**src/rtl/vend_dispense_unit.sv**
```systemverilog
// Vending mechanism driver: product motor, drop detection with timeout, counted hopper payout.
// Optional inventory tracking (stock counter, sold_out, vend blocking) is enabled by VEND_INVENTORY_EN.
module vend_dispense_unit #(
    parameter int MOTOR_CYCLES = 8,
    parameter int DROP_TIMEOUT = 64,
    parameter int PULSE_HI     = 4,
    parameter int PULSE_LO     = 4
) (
    input  logic       i_clk,
    input  logic       i_reset,
    input  logic       i_vend_product,
    input  logic       i_change_returned,
    input  logic [3:0] i_change_count,
    input  logic       i_drop_sensor,
    input  logic       i_fault_clear,
`ifdef VEND_INVENTORY_EN
    input  logic       i_stock_load,
    input  logic [7:0] i_stock_value,
`endif
    output logic       o_motor_on,
    output logic       o_hopper_pulse,
    output logic       o_busy,
    output logic       o_dispense_ok,
    output logic       o_dispense_fault,
    output logic       o_sold_out
);

    localparam int MAX_AB = (MOTOR_CYCLES > DROP_TIMEOUT) ? MOTOR_CYCLES : DROP_TIMEOUT;
    localparam int MAX_CD = (PULSE_HI > PULSE_LO) ? PULSE_HI : PULSE_LO;
    localparam int MAX_P  = (MAX_AB > MAX_CD) ? MAX_AB : MAX_CD;
    localparam int CNT_W  = (MAX_P > 1) ? $clog2(MAX_P) : 1;

    localparam logic [CNT_W-1:0] MOTOR_LAST = CNT_W'(MOTOR_CYCLES - 1);
    localparam logic [CNT_W-1:0] DROP_LAST  = CNT_W'(DROP_TIMEOUT - 1);
    localparam logic [CNT_W-1:0] HI_LAST    = CNT_W'(PULSE_HI - 1);
    localparam logic [CNT_W-1:0] LO_LAST    = CNT_W'(PULSE_LO - 1);

    typedef enum logic [2:0] {
        ST_IDLE,
        ST_MOTOR,
        ST_DROP_WAIT,
        ST_CHG_HI,
        ST_CHG_LO,
        ST_FAULT
    } state_t;

    state_t           r_state;
    state_t           w_next;
    logic [CNT_W-1:0] r_cnt;
    logic [3:0]       r_coins;
    logic             r_pending;
    logic             w_dispense_ok;
    logic             w_coin_done;
    logic             w_sold_out;

    // NOTE: every always_comb output gets a default first, so no path can leave it unassigned and infer a latch.
    always_comb begin
        w_next        = r_state;
        w_dispense_ok = 1'b0;
        w_coin_done   = 1'b0;
        case (r_state)
            ST_IDLE: begin
                if (i_vend_product && !w_sold_out) begin
                    w_next = ST_MOTOR;
                end else if (r_pending) begin
                    w_next = ST_CHG_HI;
                end
            end
            ST_MOTOR: begin
                if (r_cnt == MOTOR_LAST) begin
                    w_next = ST_DROP_WAIT;
                end
            end
            ST_DROP_WAIT: begin
                // A drop on the timeout cycle still counts as a good dispense.
                if (i_drop_sensor) begin
                    w_dispense_ok = 1'b1;
                    w_next        = r_pending ? ST_CHG_HI : ST_IDLE;
                end else if (r_cnt == DROP_LAST) begin
                    w_next = ST_FAULT;
                end
            end
            ST_CHG_HI: begin
                if (r_cnt == HI_LAST) begin
                    w_next = ST_CHG_LO;
                end
            end
            ST_CHG_LO: begin
                if (r_cnt == LO_LAST) begin
                    w_coin_done = 1'b1;
                    w_next      = (r_coins == 4'd1) ? ST_IDLE : ST_CHG_HI;
                end
            end
            ST_FAULT: begin
                if (i_fault_clear) begin
                    w_next = r_pending ? ST_CHG_HI : ST_IDLE;
                end
            end
            default: w_next = ST_IDLE;
        endcase
    end

    // NOTE: sequential state uses non-blocking assignments so every register sees pre-edge values.
    always_ff @(posedge i_clk) begin
        if (i_reset) begin
            r_state   <= ST_IDLE;
            r_cnt     <= '0;
            r_coins   <= '0;
            r_pending <= 1'b0;
        end else begin
            r_state <= w_next;
            if (w_next != r_state || r_state == ST_IDLE || r_state == ST_FAULT) begin
                r_cnt <= '0;
            end else begin
                r_cnt <= r_cnt + 1'b1;
            end
            // Decrement only happens while pending and capture only while not pending, so they never collide.
            if (w_coin_done) begin
                r_coins <= r_coins - 1'b1;
                if (r_coins == 4'd1) begin
                    r_pending <= 1'b0;
                end
            end else if (i_change_returned && r_state != ST_FAULT && !r_pending) begin
                r_coins   <= i_change_count;
                r_pending <= (i_change_count != 4'd0);
            end
        end
    end

`ifdef VEND_INVENTORY_EN
    logic [7:0] r_stock;

    always_ff @(posedge i_clk) begin
        if (i_reset) begin
            r_stock <= '0;
        end else if (i_stock_load) begin
            r_stock <= i_stock_value;
        end else if (w_dispense_ok && r_stock != 8'd0) begin
            r_stock <= r_stock - 1'b1;
        end
    end

    assign w_sold_out = (r_stock == 8'd0);
    assign o_sold_out = w_sold_out && !i_reset;
`else
    assign w_sold_out = 1'b0;
    assign o_sold_out = 1'b0;
`endif

    assign o_motor_on       = (r_state == ST_MOTOR);
    assign o_hopper_pulse   = (r_state == ST_CHG_HI);
    assign o_busy           = (r_state != ST_IDLE);
    assign o_dispense_fault = (r_state == ST_FAULT);
    assign o_dispense_ok    = w_dispense_ok && !i_reset;

endmodule

```
**config.mk**
```make
export PLATFORM = sky130hd
export DESIGN_NAME = vend_dispense_unit
export DESIGN_NICKNAME = d
export VERILOG_FILES = /design/src/rtl/vend_dispense_unit.sv
export SDC_FILE = /design/constraint.sdc
export NUM_CORES = 1
export LEC_CHECK = 0
export CAP_MARGIN = 10
export CORE_MARGIN = 8
export CORE_UTILIZATION = 47
export DETAILED_ROUTE_END_ITERATION = 7
export GPL_ROUTABILITY_DRIVEN = 0
export PLACE_DENSITY = 0.73
export SYNTH_ARGS = -nofsm -noshare
export SYNTH_HDL_FRONTEND = slang
export SYNTH_SLANG_ARGS = --single-unit
```
**constraint.sdc**
```tcl
create_clock -name i_clk -period 2.1 [get_ports i_clk]
set_clock_uncertainty 0.2 [all_clocks]
set_input_delay 0.21 -clock i_clk [delete_from_list [all_inputs] [get_ports i_clk]]
set_output_delay 0.21 -clock i_clk [all_outputs]
set_load 0.02 [all_outputs]
```
Yosys cells after proc, flatten, opt, wreduce, memory -nomap -nowiden
Index checks and enable logic that the tools add are counted.
{"block": "totals", "register_bits": 14, "in_bits": 10, "out_inout_bits": 6, "elab_cells": 51}
{"block": "op_classes", "n_addsub": 2, "eq_ne": 12, "muxes": 20, "n_reduce_logical": 13}
{"operator": "$mux W3", "n": 8}
{"operator": "$pmux W3 S6", "n": 1}
{"operator": "$mux W4", "n": 2}
{"operator": "$mux W1", "n": 7}
{"operator": "$add A6 B1 Y6 const B", "n": 1}
{"operator": "$eq A3 B2 Y1 const B", "n": 2}
{"operator": "$eq A3 B3 Y1 const B", "n": 2}
{"operator": "$eq A6 B2 Y1 const B", "n": 1}
{"operator": "$eq A6 B3 Y1 const B", "n": 1}
{"operator": "$eq A6 B6 Y1 const B", "n": 1}
{"operator": "$eq A4 B1 Y1 const B", "n": 1}
{"operator": "$mux W2", "n": 2}
{"operator": "$reduce_bool A4 Y1", "n": 1}
{"operator": "$sub A4 B1 Y4 const B", "n": 1}
{"operator": "$eq A3 B1 Y1 const B", "n": 1}
{"operator": "$logic_and A1 B1 Y1", "n": 3}
{"operator": "$logic_not A3 Y1", "n": 1}
{"operator": "$ne A3 B3 Y1", "n": 1}
{"operator": "$ne A3 B3 Y1 const B", "n": 1}
{"operator": "$reduce_bool A3 Y1", "n": 1}
{"operator": "$logic_not A1 Y1", "n": 2}
{"operator": "$logic_or A1 B1 Y1", "n": 2}
{"operator": "$ne A2 B1 Y1 const B", "n": 1}
{"operator": "$reduce_and A2 Y1", "n": 1}
{"operator": "other kinds (2)", "n": 2}

Logic depth before layout (Yosys ltp)
Gate-level depths: netlist (run 1).
{"block": "depth", "word_depth": 8, "mapped_depth": 7, "ltp_nobuf": 7}

Worst setup path before layout (run 1)
OpenSTA, ideal clock, no wires.
{"block": "synth_path", "path_kind": "reg2reg", "from": "register r_cnt[0]", "to": "register r_coins[3]", "setup_time_ns": 0.128, "t_arrival_ns": 1.840, "t_required_ns": 1.772, "setup_slack_ns": -0.067, "path_stages_with_launch": 7, "path_cell_list": "dfxtp_1 > ha_1 > or4b_4 > nor3b_4 > nor2_2 > a222oi_1 > nor2_1"}
{"block": "synth_via", "elab_chain_len": 4, "elab_cells_between_ends": 5, "classes_between": "eq/ne: 1; mux: 3; reduce/logical: 1"}
{"item": "from (decl)", "line_no": "49", "rtl": "logic [CNT_W-1:0] r_cnt;"}
{"item": "from (signal assigned)", "line_no": "115", "rtl": "r_cnt <= r_cnt + 1'b1;"}
{"item": "$eq A6 B2 Y1 (*)", "line_no": "89", "rtl": "if (r_cnt == LO_LAST) begin"}
{"item": "$mux W1 (*)", "line_no": "89"}
{"item": "$mux W1 (*)", "line_no": "61", "rtl": "case (r_state)"}
{"item": "$mux W4 or $reduce_bool A2 Y1 (tied branches)"}
{"item": "to (signal assigned)", "line_no": "119", "rtl": "r_coins <= r_coins - 1'b1;"}
{"item": "to (signal assigned)", "line_no": "124", "rtl": "r_coins <= i_change_count;"}
{"item": "to (decl)", "line_no": "50", "rtl": "logic [3:0] r_coins;"}
Every way passes the cells marked *; elsewhere a longest branch is shown, timed or not.
A chain may end at the register's enable or synchronous reset.

Worst setup path after layout (run 1)
{"block": "layout_path", "from": "register r_cnt[1]", "to": "register r_coins[3]"}
Same word-level chain as after synthesis.

==> flow_summary_export.csv, run 1 <==
group,metric,value,unit
outcome,outcome,"complete, but fails checks",
outcome,violations,"negative setup slack",
sta,worst_slack,-196,ps
cts,htreeDepth,1,
route,drt_iter0_markers,75,
synthesis,synth_top_area_share,28.4,%
worst_setup_path,worstPathArrival,2250,ps
synthesis,async_flop_share,0,%
grt,grt_overflow_total,0,
placed_design,port_buffers,14,
sta,fmax,435,MHz
route,drt_first_pass_iters,6,
cts,path_clk_slew,80,ps
route,wl_per_cell,17.8,um
sta,final_max_slew_viol_count,0,
synthesis,synthTopCellsByCount,"dfxtp_1 (14), nand2_1 (10), a211oi_1 (8)",
grt,grt_pass1_wl,5440,um
synthesis,synthCells,120,
sta,min_period,2300,ps
sta,hold_violations,0,
sta,final.setup.tns,-826,ps
layout,drive_above_1_share,41.8,%
floorplan,die_area,3820,sq um
power,ir_drop,615,uV
layout,utilization,80.4,%
route,viasPerCell,6.15,
synthesis,synth_most_common_cell,"dfxtp_1",
worst_setup_path,crit_start,"r_cnt[1]$_SDFF_PP0_",
worst_setup_path,cp-endpoint,"r_coins[3]$_SDFFE_PP0P_",
synthesis,synth_ff_type,"dfxtp_1",
floorplan,num_rows,16,
grt,use_met3,5.14,%
placed_design,dp_slack,-119,ps
grt,grt_use_met1,20.4,%
synthesis,synth_nets,133,
worst_setup_path,reg2reg_from,"r_cnt[1]$_SDFF_PP0_",
synthesis,synth_warnings,0,
route,drt-total-wl,3510,um
grt,antenna_found_initial,0,
cts,cts_tree,"yes",
sta,setup-violations-final,8,
floorplan,dieWidth,61.8,um
cts,clock_path_buffers,2,
sta,fin_crit_sh,109,%
worst_setup_path,cp.required,2060,ps
grt,grt_usage,18.7,%
route,dr_total_vias,1212,
synthesis,synth_top_area_cell,"dfxtp_1",
floorplan,core_area,1960,sq um
worst_setup_path,criticalPathCategory,"flip-flop to flip-flop",
worst_setup_path,critPathLaunchType,"flip-flop",
worst_setup_path,ff2ff_path_depth,7,
synthesis,syn_area,986,sq um
cts,cts_root_buf,"clkbuf_4",
synthesis,yosysSeqAreaShare,28.4,%
worst_setup_path,end_kind,"flip-flop",
power,cellPowerDensity,491,nW/um^2
grt,grt_max_degree,13,
floorplan,die_y,61.8,um
worst_setup_path,reg2reg_slack,-200,ps
synthesis,syn_avg_cell_area,8.22,sq um
floorplan,io_pins,16,
synthesis,synth_area_leaders,"dfxtp_1 (28%), a211oi_1 (6.1%), ha_1 (3.8%)",
grt,use_met2,33.8,%
power,power.total,774,uW
layout,antenna_cells,0,
synthesis,ys_seq_elements,14,
synthesis,synth_edf_count,0,
sta,rsz0062_at_grt,"true",
synthesis,ys_types,47,
floorplan,initial_core_util,50.3,%
grt,busiest_layer,"met2",
cts,numCtsBuffers,3,
min_path,hold_path_class,"flip-flop to flip-flop",
worst_setup_path,r2r_end,"r_coins[3]$_SDFFE_PP0P_",
placed_design,hpwl,2350,um
grt,grt_pass1_vias,1239,
power,p_leak,0.000635,uW
job,drv_cap,0,
route,final_antenna_net_count,0,
layout,final_nets,184,
layout,synthToLayoutAreaGrowth,59.9,%
cts,clk-insertion-delay-late,280,ps
cts,cts.sinks,14,
cts,cts_hold_buf,0,
worst_setup_path,crit_fanout,4,
route,drc_errors,0,
-- per-stage QoR --
stage	hold slack (ps)	std cells	instance area [sq um]
final	333	197	1580
after global placement	281	187	1390
after floorplan	183	120	1000
after CTS	318	196	1520
after detailed placement	307	187	1390
after global routing	344	197	1580
-- per-layer routing --
layer	wire length (um)	up-vias
li1	-	556
met1	1280	580
met2	1830	64
met3	309	12
met4	97	0
met5	0	-
-- layout by cell type (no fill, tap or decap), drive strengths merged, types with 3 or more instances in the layout --
cell type       n
a31oi           3
a21oi           6
inv             7
nor3b           3
nor4b           3
nor2            8
clkbuf          4
nand2          10
ha              3
dfxtp          14
a211oi          8
o21ai           5
nand3           6
buf            38
clkdlybuf4s50  10
or3             3
-- worst max-delay path, stage by stage (launching register included) --
cell      delay (ps)
dfxtp_2          360
ha_4             150
or4b_4           510
nor3b_4          280
buf_4            160
nor2_2            30
a222oi_1         360
nor2_1           110
-- cells by family after synthesis --
family,Yosys count,share of synthesized area (%)
adders and majority gates,3,3.81
buffers and inverters,13,5.46
and+or+nand+nor,51,32.7
AOI/OAI and AO/OA,32,23.6
xor gates and xnor gates,4,3.55
other,1,0.380
muxes,2,2.03
DFF,14,28.4
-- timing repair --
action                     CTS  global route
resized for setup           16            11
setup endpoints to repair   14            13
pin swaps                    4             5
setup buffers                5             3
-- worst min-delay path by stage --
stage / cells after the start / to / slack [ps] / from
2_1_floorplan: 2 / r_pending$_SDFFE_PP0P_ / 180 / i_change_count[3]
3_3_place_gp: 2 / r_coins[2]$_SDFFE_PP0P_ / 280 / r_coins[2]$_SDFFE_PP0P_
3_5_place_dp: 2 / r_coins[2]$_SDFFE_PP0P_ / 310 / r_coins[2]$_SDFFE_PP0P_
4_1_cts: 2 / r_coins[2]$_SDFFE_PP0P_ / 320 / r_coins[2]$_SDFFE_PP0P_
5_1_grt: 2 / r_cnt[0]$_SDFF_PP0_ / 340 / r_cnt[0]$_SDFF_PP0_
6_report: 2 / r_cnt[0]$_SDFF_PP0_ / 330 / r_cnt[0]$_SDFF_PP0_
-- sequential cells by signal, indices dropped and copies added, names as in the netlist --
| name | flops |
|---|---|
| r_pending | 1 |
| r_cnt | 6 |
| r_state | 3 |
| r_coins | 4 |
-- area by class of cell --
class                      instances  area (sq um)
sequential                        14           287
inverter                           7          26.3
multi-input combinational         93           762
timing repair buffer              52           432
tap                               27          33.8
clock buffer                       4          36.3
fill                             138           385
-- where the power goes --
part           switching (uW)  internal [uW]
Clock                    84.2            105
Sequential               17.6            282
Combinational             144            140
No activity file was read; power rests on OpenSTA's default activity.
==> run 2: changes to the inputs <==
--- a/config.mk
+++ b/config.mk
@@ -7,10 +7,11 @@
 export LEC_CHECK = 0
 export CAP_MARGIN = 10
 export CORE_MARGIN = 8
-export CORE_UTILIZATION = 47
+export CORE_UTILIZATION = 30
 export DETAILED_ROUTE_END_ITERATION = 7
 export GPL_ROUTABILITY_DRIVEN = 0
-export PLACE_DENSITY = 0.73
+export GPL_TIMING_DRIVEN = 0
+export PLACE_DENSITY = 0.51
 export SYNTH_ARGS = -nofsm -noshare
 export SYNTH_HDL_FRONTEND = slang
 export SYNTH_SLANG_ARGS = --single-unit
==> flow_summary_export.csv, run 2 (synthesized netlist as in run 1, its figures left out) <==
group,metric,value,unit
worst_setup_path,criticalPathCategory,"flip-flop to flip-flop",
route,viasPerCell,5.45,
sta,setup-violations-final,8,
cts,htreeDepth,1,
layout,antenna_cells,0,
worst_setup_path,critPathLaunchType,"flip-flop",
layout,multiInputGateArea,787,sq um
cts,clock_path_buffers,2,
layout,seq_area,285,sq um
layout,synthToLayoutAreaGrowth,45.7,%
sta,fmax,459,MHz
outcome,outcome,"complete, but fails checks",
power,power.total,758,uW
grt,antenna_found_initial,0,
grt,grt_usage,10.8,%
worst_setup_path,cp.required,2130,ps
cts,numCtsBuffers,3,
cts,cts_hold_buf,0,
floorplan,num_rows,21,
worst_setup_path,max_stage_delay,520,ps
worst_setup_path,crit_fanout,5,
worst_setup_path,path_buf_inv,1,
worst_setup_path,worstPathArrival,2210,ps
route,drt-total-wl,2890,um
placed_design,place_inst,179,
placed_design,hpwl,1940,um
grt,grt_overflow_total,0,
layout,drive_above_1_share,36.9,%
cts,cts_root_buf,"clkbuf_4",
worst_setup_path,cp_cell_sequence,"ha_4 -> or4b_4 -> nor3b_4 -> buf_4 -> mux2i_1 -> nand2_1 -> a21oi_2",
worst_setup_path,slowest_stage,"or4b_4",
layout,most-common-layout-cells,"buf_4 (13), nand2_1 (10), dfxtp_1 (10)",
floorplan,core_area,3260,sq um
layout,fin_area,1440,sq um
cts,path_clk_slew,100,ps
route,drt_iter0_markers,64,
cts,cts_tree,"yes",
layout,stdcell_count,195,
layout,final_common_cell,"buf_4",
floorplan,initial_core_util,30.3,%
layout,utilization,44.1,%
floorplan,die_y,73.3,um
sta,fin_crit_sh,104,%
power,ir_drop,298,uV
worst_setup_path,path_delay_family,"simple AND/OR/NAND/NOR gates",
job,drv_cap,0,
route,drc_errors,0,
grt,grt_pass1_vias,994,
cts,clk-insertion-delay-late,290,ps
layout,top_regs,"r_cnt x6, r_coins x4, r_state x3",
power,p_leak,0.000505,uW
grt,grt_max_degree,11,
floorplan,io_pins,16,
sta,rsz0062_at_grt,"true",
layout,regMostFlops,"r_cnt",
power,cellPowerDensity,528,nW/um^2
sta,final_max_slew_viol_count,0,
placed_design,port_buffers,13,
floorplan,die_area,5380,sq um
sta,hold_violations,0,
min_path,hold_path_class,"primary input to flip-flop",
layout,largest_register_ffs,6,
outcome,violations,"negative setup slack",
cts,cts.sinks,14,
placed_design,place_area,1190,sq um
floorplan,dieWidth,73.3,um
sta,worst_slack,-78.3,ps
sta,hold_ws,126,ps
sta,min_period,2180,ps
route,drt_first_pass_iters,4,
route,dr_total_vias,1062,
layout,fill_cells,330,
route,final_antenna_net_count,0,
worst_setup_path,end_kind,"flip-flop",
grt,grt_pass1_wl,4600,um
layout,final_nets,163,
route,wl_per_cell,14.8,um
[run 2: changes by cell type in the layout (fill, tap and decap cells not counted), sizes merged]
| cell | change |
|---|---|
| dlygate4sd2 | +2 |
| clkdlybuf4s50 | -2 |
| buf | -23 |
| clkbuf | +4 |
| dlymetal6s2s | -2 |
[run 2: stage by stage]
step,setup WS [ps],setup TNS [ps]
finish,-78.3,-458
global route,-174,-978
CTS,-75.9,-461
detailed placement,-204,-1070
global placement,-200,-1210
floorplan,11.4,0
[run 2: final cells by class]
| type | count | area share [%] |
|---|---|---|
| tap | 46 | 4.01 |
| inverter | 7 | 1.83 |
| clock buffer | 4 | 2.53 |
| timing repair buffer | 25 | 14.6 |
| sequential | 14 | 19.9 |
| buffer | 6 | 2.35 |
| multi-input combinational | 93 | 54.8 |
[run 2: final timing paths]
path	depth (start not counted)	slack, ps	to	start
setup / recovery	7	-80	r_coins[2]$_SDFFE_PP0P_	r_cnt[1]$_SDFF_PP0_
hold / removal	2	130	r_coins[3]$_SDFFE_PP0P_	i_reset
setup reg to reg	7	-80	r_coins[2]$_SDFFE_PP0P_	r_cnt[1]$_SDFF_PP0_
hold reg to reg	1	320	r_coins[0]$_SDFFE_PP0P_	r_coins[0]$_SDFFE_PP0P_
[run 2: power by group]
| part | internal [uW] | leakage (uW) | total, uW | switching, uW |
|---|---|---|---|---|
| clock | 106 | 0.0000210 | 213 | 107 |
| sequential | 281 | 0.000116 | 301 | 19.9 |
| combinational | 112 | 0.000368 | 244 | 132 |
| total | 499 | 0.000505 | 758 | 259 |
[run 2: what timing repair did]
item / 4_1_cts / 5_1_grt
pin swaps: 6 / 5
setup buffers: 6 / 6
resized for setup: 22 / 16
endpoints found under the setup margin: 14 / 11
[run 2: per-layer routing]
metal | vias to the layer above | routed length [um] | global-route usage, %
met5 | - | 0 | 0
met4 | 0 | 36 | 5.32
met3 | 4 | 138 | 2.73
met2 | 18 | 1370 | 17.9
met1 | 529 | 1350 | 12.7
li1 | 511 | - | -
==> patch, RTL diff (config.mk and constraints of run 2) <==
The option `VEND_INVENTORY_EN` is turned on by a define.
--- a/src/rtl/vend_dispense_unit.sv
+++ b/src/rtl/vend_dispense_unit.sv
@@ -1,5 +1,7 @@
 // Vending mechanism driver: product motor, drop detection with timeout, counted hopper payout.
 // Optional inventory tracking (stock counter, sold_out, vend blocking) is enabled by VEND_INVENTORY_EN.
+`define VEND_INVENTORY_EN
+
 module vend_dispense_unit #(
     parameter int MOTOR_CYCLES = 8,
     parameter int DROP_TIMEOUT = 64,
Ports: changed (added i_stock_load and i_stock_value); port bits go from 16 to 25. No check against the original RTL was run, so the function may have changed too.
==> patch against run 2 <==
The flow still finishes with violations (setup timing); routed wire length rose by 48%; total power rose by 43%; die area rose by 37%; worst setup slack got worse by 210 ps; area after synthesis rose by 48%; clock power rose by 28%; design area rose by 50%; sequential cell count rose by 8; critical path type unchanged; highest routed layer unchanged.
==> patch: results (changes against run 2) <==
deepest level of the CTS H-tree -> 1 (unchanged)
post-synthesis async set-or-reset flop share -> 0% (unchanged)
via count of the first global-routing pass -> 1526 (+54%)
Leakage Power -> 0.7692 nW (+52%)
Warnings, synthesis -> 0 (unchanged)
number of buffers created by CTS -> 3 (unchanged)
multiplexer share of the synthesized area -> 4.113% (+2.1 points)
Adder-Cell Fraction of Synth Area -> 3.428% (-0.38 points)
NumNets Final -> 242 (+48%)
First DRT Iteration DRCs -> 111 (+73%)
arrival time at the worst endpoint -> 2380 ps (+170 ps)
layout cells sized above 1 -> 30.41% (-6.5 points)
routed via count divided by cell count -> 5.271 (-3.2%)
delay of the slowest critical-path stage -> 570 ps (+50 ps)
maximum root-to-sink buffer count -> 2 (unchanged)
slowest cell on the critical path -> or4_4
average detailed-routed wire length per instance -> 15.01 µm (+1.4%)
filler instances -> 449 (+36%)
synthesized netlist net count -> 202 (+52%)
pin slew with the least headroom to its limit -> 498.9 ps
library cells used by synthesis -> 48 (+2.1%)
gate family responsible for the most delay along the worst path -> simple AND/OR/NAND/NOR gates
clock transition at the registers of the reported paths -> 80 ps (-20 ps)
min setup slack post-route -> -285.0 ps (-206.7 ps)
violations in the final reports -> setup timing
largest voltage drop on the vdd net -> 204.0 µV (-32%)
count of buffers from port buffering -> 24 (+11)
buffer cell driving the clock tree root -> clkbuf_8
maximum number of pins on one net before global-route repair -> 12 (+1)
compound-gate portion of the synthesized area -> 21.17% (-2.4 points)
half-perimeter wire length after detailed placement -> 3005 µm (+55%)
Finish-stage setup viols -> 6 (-2)
largest registers -> r_stock (8), r_cnt (6), r_coins (4)
Worst Setup Path Type -> flop to flop
result of the run -> finished with violations
later-pin clock latency in the skew report -> 270 ps (-20 ps)
XOR/XNOR share of the synthesized area -> 6.598% (+3.0 points)
total placed instance area -> 1812 µm² (+52%)
Hold Slack -> 296.3 ps (+170.2 ps)
biggest fanout along the worst timing path -> 6 (+1)
Synth top cells by count -> dfxtp_1, nor2_1, a21oi_1, inv_1, nand2_1
Synth area leaders -> dfxtp_1, xnor2_1, nor2_1, a21oi_1, mux2i_1
type of the worst min-delay path -> primary input to flop
wire length of the first global-routing pass -> 7182 µm (+56%)
number of antenna violations at the first check in global routing -> 0 (unchanged)
number of search-and-repair iterations in the first detailed-routing pass -> 4 (unchanged)
GRT Util Overall -> 11.91% (+1.1 points)
sequential share of the synthesized area -> 30.16% (+1.7 points)
-- patch: changes by cell type in the layout (fill, tap and decap cells not counted), moves of 4 or more --
cell | before | now
mux2i_1 | 2 | 6
a221oi_2 | 0 | 6
inv_1 | 7 | 11
nor2_1 | 7 | 15
clkdlybuf4s50_1 | 8 | 18
a211oi_2 | 6 | 0
a21oi_1 | 3 | 11
nand2b_1 | 0 | 4
xnor2_1 | 2 | 8
dfxtp_1 | 10 | 15
-- patch: power by group --
part | leakage [nW] | total (mW) | switching [mW] | internal [mW]
registers | 0.184 | 0.477 | 0.0342 | 0.442
clock network | 0.0216 | 0.272 | 0.144 | 0.129
logic | 0.564 | 0.332 | 0.166 | 0.166
total | 0.769 | 1.08 | 0.344 | 0.737
-- patch: tightest hold or removal path, delay by kind of cell --
| family | cells | cell delay (ps) |
|---|---|---|
| AOI/OAI and AO/OA | 1 | 50 |
| and+or+nand+nor | 1 | 60 |
| buffers and inverters | 1 | 400 |
-- patch: through the flow --
step	total power [mW]	setup WS, ps	instances	setup TNS [ps]
global route	1.141	-385.3	284	-2238
detailed placement	0.7369	-556.3	270	-5654
CTS	1.063	-334.7	279	-1966
global placement	0.7302	-509.5	270	-4661
finish	1.081	-285.0	284	-1570
floorplan	0.6378	-220.1	179	-1270
-- patch: area by class of cell --
cell class / instances / area [µm²] / area share [%]
inverters: 12 / 45.04 / 2.091
well taps: 67 / 83.83 / 3.891
multi-input cells: 135 / 1157 / 53.72
repair buffers: 37 / 331.6 / 15.39
flip-flops and latches: 22 / 451.7 / 20.96
plain buffers: 8 / 43.79 / 2.033
clock buffers: 3 / 41.29 / 1.916
-- patch: what timing repair did --
action | in CTS | in global routing
resized for setup | 35 | 27
setup buffers | 7 | 6
pin swaps | 9 | 14
endpoints found under the setup margin | 16 | 18
-- patch: kinds of logic (layout without fill, tap and decap cells) --
kind of cell	Yosys count	in the layout
and+or+nand+nor	70	70
AOI/OAI and AO/OA	44	44
xor gates and xnor gates	11	11
muxes	6	6
DFF	22	22
adders and majority gates	4	4
buffers and inverters	22	60
-- patch: worst paths after layout --
check | end | startpoint | cells past startpoint
setup / recovery | r_cnt[5]$_SDFF_PP0_ | r_cnt[0]$_SDFF_PP0_ | 6
hold / removal | r_stock[1]$_SDFFE_PP0P_ | i_stock_value[1] | 3
setup reg to reg | r_cnt[5]$_SDFF_PP0_ | r_cnt[0]$_SDFF_PP0_ | 6
hold reg to reg | r_coins[2]$_SDFFE_PP0P_ | r_coins[2]$_SDFFE_PP0P_ | 2
-- patch: routing by layer --
layer,part of all wire (%),up-vias,track usage (%)
met1,43,720,13.53
met4,1.2,0,4.618
li1,-,746,-
met2,51,26,20.94
met5,0,-,0
met3,4.0,5,2.770
